### src/rtl/jtframe_db15_pkg.sv
`default_nettype none
// ============================================================================
// Module  : jtframe_db15_pkg
// Purpose : Shared types and constants for the DB15 arcade-stick scanner.
//           Holds the scan FSM state encoding and the bit positions of the
//           directions/buttons inside each published joystick word.
// Ports   : none (package)
// Config  : JTFRAME_DB15_DEBOUNCE_EN is consumed by jtframe_db15_scan only.
// Revision: 1.0  initial release
// ============================================================================
package jtframe_db15_pkg;

    typedef enum logic [2:0] {
        IDLE  = 3'd0,
        LOAD  = 3'd1,
        SH_HI = 3'd2,
        SH_LO = 3'd3,
        DONE  = 3'd4
    } db15_state_t;

    // Bit positions inside each player's half-frame
    localparam int RIGHT = 0;
    localparam int LEFT  = 1;
    localparam int DOWN  = 2;
    localparam int UP    = 3;
    localparam int BTN0  = 4;

endpackage
`default_nettype wire

### src/rtl/jtframe_db15_tick.sv
`default_nettype none
// ============================================================================
// Module  : jtframe_db15_tick
// Purpose : Prescaler for the DB15 scanner. Counts 0..DIV-1 and raises a
//           one-cycle tick while the count sits at DIV-1, so the first tick
//           is acted upon DIV cycles after reset is released.
// Ports   : clk_sys  in  system clock
//           rst      in  synchronous active-high reset (clears the count)
//           tick_o   out one-cycle strobe, period DIV cycles
// Params  : DIV  cycles per tick, min 2
// Revision: 1.0  initial release
// ============================================================================
import jtframe_db15_pkg::*;

module jtframe_db15_tick #(
    parameter int DIV = 16
) (
    input  logic clk_sys,
    input  logic rst,
    output logic tick_o
);

    localparam int CW = $clog2(DIV);

    logic [CW-1:0] cnt_q;

    always_ff @(posedge clk_sys) begin
        if (rst) begin
            cnt_q <= '0;
        end else if (cnt_q == CW'(DIV - 1)) begin
            cnt_q <= '0;
        end else begin
            cnt_q <= cnt_q + 1'b1;
        end
    end

    assign tick_o = (cnt_q == CW'(DIV - 1));

endmodule
`default_nettype wire

### src/rtl/jtframe_db15_scan.sv
`default_nettype none
// ============================================================================
// Module  : jtframe_db15_scan
// Purpose : Serial reader for the DB15 arcade-stick adapter (two chained
//           74HC165). Generates JOY_LOAD/JOY_CLK, samples JOY_DATA and
//           publishes two active-high 16-bit joystick words.
// Ports   : clk_sys     in   system clock
//           rst         in   synchronous active-high reset
//           JOY_DATA    in   serial data, active-low buttons, asynchronous
//           JOY_CLK     out  shift clock to the adapter
//           JOY_LOAD    out  parallel load, active-low
//           joystick1   out  player 1 word, bits [NBITS/2-1:0] valid
//           joystick2   out  player 2 word, same layout
//           frame_done  out  one-cycle strobe after each captured frame
// Params  : DIV (cycles per tick, min 2), NBITS (even, max 32),
//           GAP (idle ticks between frames, min 1)
// Config  : JTFRAME_DB15_DEBOUNCE_EN - when defined, a frame is published
//           only if it matches the previous raw frame.
// Revision: 1.0  initial release
// ============================================================================
import jtframe_db15_pkg::*;

module jtframe_db15_scan #(
    parameter int DIV   = 16,
    parameter int NBITS = 24,
    parameter int GAP   = 15
) (
    input  logic        clk_sys,
    input  logic        rst,
    input  logic        JOY_DATA,
    output logic        JOY_CLK,
    output logic        JOY_LOAD,
    output logic [15:0] joystick1,
    output logic [15:0] joystick2,
    output logic        frame_done
);

    localparam int IW   = $clog2(NBITS);
    localparam int GW   = $clog2(GAP + 1);
    localparam int HALF = NBITS / 2;

    logic              tick;
    logic [1:0]        sync_q;
    db15_state_t       state_q;
    logic [GW-1:0]     gap_q;
    logic [IW-1:0]     idx_q;
    logic [NBITS-1:0]  raw_q;
    logic              joy_clk_q;
    logic              joy_load_q;
    logic [15:0]       joy1_q;
    logic [15:0]       joy2_q;
    logic              frame_done_q;
    logic [15:0]       joy1_d;
    logic [15:0]       joy2_d;
`ifdef JTFRAME_DB15_DEBOUNCE_EN
    logic [NBITS-1:0]  prev_raw_q;
`endif

    jtframe_db15_tick #(
        .DIV    (DIV)
    ) u_tick (
        .clk_sys(clk_sys),
        .rst    (rst),
        .tick_o (tick)
    );

    // Idle level of the line is high (no button pressed), so the
    // synchroniser resets to ones to avoid a spurious "pressed" sample.
    always_ff @(posedge clk_sys) begin
        if (rst) begin
            sync_q <= 2'b11;
        end else begin
            sync_q <= {sync_q[0], JOY_DATA};
        end
    end

    // Candidate words for publication: low half to player 1, high half to 2
    assign joy1_d = 16'(raw_q[HALF-1:0]);
    assign joy2_d = 16'(raw_q[NBITS-1:HALF]);

    always_ff @(posedge clk_sys) begin
        if (rst) begin
            state_q      <= IDLE;
            // Preloaded so the very first tick out of reset starts a frame
            gap_q        <= GW'(GAP - 1);
            idx_q        <= '0;
            raw_q        <= '0;
            joy_clk_q    <= 1'b0;
            joy_load_q   <= 1'b1;
            joy1_q       <= '0;
            joy2_q       <= '0;
            frame_done_q <= 1'b0;
`ifdef JTFRAME_DB15_DEBOUNCE_EN
            prev_raw_q   <= '0;
`endif
        end else begin
            frame_done_q <= 1'b0;
            if (tick) begin
                case (state_q)
                    IDLE: begin
                        joy_clk_q  <= 1'b0;
                        if (gap_q == GW'(GAP - 1)) begin
                            gap_q      <= '0;
                            joy_load_q <= 1'b0;
                            state_q    <= LOAD;
                        end else begin
                            gap_q      <= gap_q + 1'b1;
                        end
                    end
                    LOAD: begin
                        joy_load_q <= 1'b1;
                        idx_q      <= '0;
                        state_q    <= SH_HI;
                    end
                    SH_HI: begin
                        // Bit idx is already on the line: sample, then shift
                        raw_q[idx_q] <= ~sync_q[1];
                        joy_clk_q    <= 1'b1;
                        state_q      <= SH_LO;
                    end
                    SH_LO: begin
                        joy_clk_q <= 1'b0;
                        if (idx_q == IW'(NBITS - 1)) begin
                            state_q <= DONE;
                        end else begin
                            idx_q   <= idx_q + 1'b1;
                            state_q <= SH_HI;
                        end
                    end
                    DONE: begin
                        frame_done_q <= 1'b1;
                        gap_q        <= '0;
                        state_q      <= IDLE;
`ifdef JTFRAME_DB15_DEBOUNCE_EN
                        // Two identical consecutive frames are required
                        prev_raw_q   <= raw_q;
                        if (raw_q == prev_raw_q) begin
                            joy1_q <= joy1_d;
                            joy2_q <= joy2_d;
                        end
`else
                        joy1_q       <= joy1_d;
                        joy2_q       <= joy2_d;
`endif
                    end
                    default: begin
                        state_q <= IDLE;
                    end
                endcase
            end
        end
    end

    assign JOY_CLK    = joy_clk_q;
    assign JOY_LOAD   = joy_load_q;
    assign joystick1  = joy1_q;
    assign joystick2  = joy2_q;
    assign frame_done = frame_done_q;

endmodule
`default_nettype wire
### config.mk
export PLATFORM = sky130hd
export DESIGN_NAME = jtframe_db15_scan
export DESIGN_NICKNAME = d
export VERILOG_FILES = /design/src/rtl/jtframe_db15_pkg.sv /design/src/rtl/jtframe_db15_tick.sv /design/src/rtl/jtframe_db15_scan.sv
export SDC_FILE = /design/constraint.sdc
export NUM_CORES = 1
export LEC_CHECK = 0
export ABC_AREA = 1
export BUFFER_PORTS_ARGS = -buffer_cell sky130_fd_sc_hd__buf_2
export CAP_MARGIN = 0
export CORE_MARGIN = 2
export CORE_UTILIZATION = 61
export DETAILED_ROUTE_END_ITERATION = 16
export HOLD_SLACK_MARGIN = 0.02
export PLACE_DENSITY_LB_ADDON = 0.25
export SLEW_MARGIN = 40
export SYNTH_ARGS = -nofsm -noshare
export SYNTH_HDL_FRONTEND = slang
export SYNTH_HIERARCHICAL = 1
export SYNTH_SLANG_ARGS = --single-unit
### constraint.sdc
create_clock -name clk_sys -period 4.55 [get_ports clk_sys]
set_clock_uncertainty 0.15 [all_clocks]
set_input_delay 0.6825 -clock clk_sys [delete_from_list [all_inputs] [get_ports clk_sys]]
set_output_delay 0.6825 -clock clk_sys [all_outputs]
set_load 0.02 [all_outputs]
==> results list <==
* Floorplan die width: 74.5 µm
* Max IR drop VDD: roughly 0.00028 V
- The most critical setup path has its startpoint at u_tick/cnt_q[0]$_SDFF_PP0_.
- The final number of max-transition violations was 0.
- The tightest min-delay check is of the reg -> reg type.
- In this run, CTS created clock tree buffers numbering 9.
- Summed over all cells, the static leakage comes to 1.38 nW.
- First-pass GRT wire length: approximately 10,000 µm
- Along the worst path, the maximum fanout reaches 27.
- Starting Density: 0.638
* Total of flip-flops plus latches after synthesis: about 70
- Measured against the total synthesized area, the mux share comes to 0.
- A synthesized cell averages 7.24 µm².
- Summing all placed instances gives a cell area of 3140 µm².
- Dividing the final minimum period by the clock period gives 0.570.
- The total count of hold-check failures in the final report was 0.
- Number of gates given a new drive strength after cts: 0
* Share of the yosys chip area belonging to registers: 0.455
- CTS tree: built
* Number of nets in the final layout: 447
- Data required time of the worst path: around 4.6 ns
* Count of input and output buffers: 29
* Startpoint of the most critical hold path: sync_q[0]$_SDFF_PP1_
- Post-detailed-routing wire length: approximately 6100 µm
- Crit path kind: reg -> reg
- The Yosys step of the flow raised 6 warnings.
* Post-synth top area share: 0.455
* Final setup TNS: 0 ns
* GPL Wtd Cong: ~0.84
- Routed wl met3: 402 µm
* Number of DRC markers in iteration 0: roughly 220
- Area of all placed cells without fillers: 3350 µm²
* Simple-gate area share of the yosys netlist: 0.336
- Of the cells placed in the final design, the portion with a size suffix greater than 1 is 0.142.
* Residual antenna-violating net count after detailed routing: 0
* Dominant combinational cell family by area after synthesis: simple AND/OR/NAND/NOR gates
* Sinks on Clock Net: 69
- The run finished with clean final reports.
- Beginning of the worst register-to-register path: u_tick/cnt_q[0]$_SDFF_PP0_
- Endpoint type of the worst setup path: flip-flop
- Relative slew slack: 0.424
* Area Growth Syn to Fin: 10.3%
- Setup violations remaining at the end of the flow were counted as 0.
- Setup repair after global routing left no endpoint under its margin.
- Top-level port count: 38
- Area contributors post-synth: sky130_fd_sc_hd__dfxtp_1 (46%), sky130_fd_sc_hd__nand2_1 (13%), sky130_fd_sc_hd__a21oi_1 (8.7%)
- The initial antenna violation count came to 0.
- PnR Total Power: 1.17 mW
- Diodes inserted: 0
- Clock transition at the registers of the reported paths: 0.07 ns
* Number of buffer and inverter instances along the worst setup path: 1
* Number of hold-repair buffers added at the cts stage: 0
- Most used standard cell by instance count after synthesis: sky130_fd_sc_hd__nand2_1
- STA puts the critical path data arrival time at 2.63 ns.
- Minimum clock period: 2.59 ns
- Broken down by cell family, the worst path's largest delay share belongs to simple AND/OR/NAND/NOR gates.
- Counting instances in the post-synthesis netlist gives the leading cell types as sky130_fd_sc_hd__nand2_1 (103), sky130_fd_sc_hd__dfxtp_1 (69), sky130_fd_sc_hd__nor2_1 (57), sky130_fd_sc_hd__a21oi_1 (53), sky130_fd_sc_hd__nand3_1 (51).
* Iteration count of the initial detailed-routing pass: 5
* Post-synthesis adder-cell area fraction: 0.0206
* Num rows: 25
* Uppermost metal layer occupied by signal nets: met4
* Chip height: 74.5 µm
* Postcts setup bufs: 0
- Max-capacitance violation count: 0
* Achievable frequency: 0.386 GHz
- In the final routed layout, each cell accounts on average for 11.9 µm.
* Transition time at the pin with the least slew margin: 0.862 ns
* Slowest cell on the critical path: sky130_fd_sc_hd__nor2_1
- The HPWL after detailed placement is 3810 µm.
- The number of different library cells used by synthesis comes to 25.
- Post-synthesis instance area: 3030 µm²
- The fraction of the mapped netlist area in compound gates was 0.104.
- Critical-path cell list: ha_1 -> nand2_2 -> nor2_1 -> nand2_1 -> inv_2 -> nand2_2 -> nand2_1 -> a21oi_1
- For this run, the total global-route usage over all layers was measured as 0.243.
- The routed layout has 2,595 vias.
- Clock latency on the worst-skew pair, taken at its later pin, is 0.33 ns.
* Detailed-route vias per instance: 5.08
- FFs w/ async S/R, synth: 0
- The detailed router put a total of 2950 µm of wire on met1.
- Ratio of total power to cell area: 349 nW/µm²
- Clk Tree Root Cell: sky130_fd_sc_hd__clkbuf_8
* Overall die area: 5550 µm²
* Met2 Wirelength: 2580 µm
- Including well taps, the total number of placed cells is 495.
- Count of non-filler cells in the finished layout: 511
* Largest buffer count on any clock path: 2
- Peak per-stage delay on the critical path: 0.44 ns
* Worst Setup Start Kind: flip-flop
- Share of the synthesized netlist area taken by xor and xnor gates: 0.00289
* Largest net degree at the start of global routing: 37
- H-tree level count: 3
- The synthesized design contains 0 enable-type register cells.
- For this run the aggregate overflow at the end of global routing stands at 0.
- The core region is 4750 µm².
- Of all cell types, the one taking the most synthesized area is sky130_fd_sc_hd__dfxtp_1.
- For this run, design rule violations remaining after detail routing come to 0.
* Prevailing post-synth register cell: sky130_fd_sc_hd__dfxtp_1
- Vias in the first global route: 2,260
- Synthesis produced a netlist whose cell count is 419.
## routing by layer
layer	GRT usage	vias up
met5	0	-
met4	0.109	0
met2	0.373	96
met3	0.0407	14
met1	0.336	1110
li1	-	1375
## area by class of cell
type / count / area (µm²)
Clock buffer: 12 / 135
Clock inverter: 4 / 72.6
Fill cell: 414 / 1410
Inverter: 24 / 90.1
Multi-Input combinational cell: 306 / 1440
Sequential cell: 69 / 1380
Tap cell: 67 / 83.8
Timing Repair Buffer: 29 / 145
## worst register-to-register path, cell delays in order, from the launching register on
cell                      delay (ns)
sky130_fd_sc_hd__dfxtp_1        0.37
sky130_fd_sc_hd__ha_1           0.20
sky130_fd_sc_hd__nand2_2        0.07
sky130_fd_sc_hd__nor2_1         0.44
sky130_fd_sc_hd__nand2_1        0.21
sky130_fd_sc_hd__inv_2          0.37
sky130_fd_sc_hd__nand2_2        0.38
sky130_fd_sc_hd__nand2_1        0.17
sky130_fd_sc_hd__a21oi_1        0.07
## path summary, 6_finish.rpt
check / end / slack (ns) / cells after the start
min: sync_q[1]$_SDFF_PP1_ / 0.26 / 1
max reg2reg: joystick1[0]$_SDFFE_PP0P_ / 1.96 / 8
min reg2reg: sync_q[1]$_SDFF_PP1_ / 0.26 / 1
max: joystick1[0]$_SDFFE_PP0P_ / 1.96 / 8
## cells by family after synthesis
group,count (synthesis)
AOI/OAI and AO/OA,62
xor gates and xnor gates,1
adders and majority gates,5
buffers and inverters,51
DFF,69
other,1
and+or+nand+nor,230
## placed cells by master (no fill, tap or decap)
cell type	synthesis	final
sky130_fd_sc_hd__conb_1	1	8
sky130_fd_sc_hd__nor2_1	57	57
sky130_fd_sc_hd__dfxtp_1	69	68
sky130_fd_sc_hd__buf_2	4	29
sky130_fd_sc_hd__inv_2	4	5
sky130_fd_sc_hd__clkbuf_1	9	3
sky130_fd_sc_hd__nand3_1	51	51
sky130_fd_sc_hd__or2_2	2	2
sky130_fd_sc_hd__nand2_1	103	103
sky130_fd_sc_hd__a21oi_1	53	53
sky130_fd_sc_hd__nor3_2	3	3
sky130_fd_sc_hd__nand4_1	2	2
sky130_fd_sc_hd__nor3_1	2	2
sky130_fd_sc_hd__o21bai_2	1	1
sky130_fd_sc_hd__inv_1	20	19
sky130_fd_sc_hd__bufinv_16	0	2
sky130_fd_sc_hd__clkbuf_8	0	9
sky130_fd_sc_hd__nand4_4	1	1
sky130_fd_sc_hd__clkinv_2	0	1
sky130_fd_sc_hd__nor2_2	2	2
sky130_fd_sc_hd__xor2_1	1	1
sky130_fd_sc_hd__nor3b_1	1	1
sky130_fd_sc_hd__ha_1	5	5
sky130_fd_sc_hd__clkinvlp_4	0	1
sky130_fd_sc_hd__o21ai_0	8	8
sky130_fd_sc_hd__nand2_2	2	2
sky130_fd_sc_hd__nor2_4	4	4
sky130_fd_sc_hd__dfxtp_2	0	1
## through the flow
stage	setup WS (ns)	utilization	hold WS, ns
finish	1.96	0.704	0.260
global route	1.67	0.704	0.299
CTS	1.92	0.704	0.266
detailed placement	1.92	0.660	0.255
global placement	2.05	0.660	0.243
floorplan	2.82	-	0.239
## registers in the layout, summed over array words and instances (netlist names)
register and cells:
joystick2 12, sync_q 2, gap_q 4, raw_q 24
joystick1 12, JOY_CLK 1, frame_done 1, JOY_LOAD 1
state_q 3, u_tick/cnt_q 4, idx_q 5
## report_power, final
part           internal [mW]  switching, mW  leakage (nW)
clock network          0.309          0.221         0.101
registers              0.607        0.00451         0.557
logic                0.00630         0.0201         0.718
Note: power is estimated with default switching activity, not from simulation.
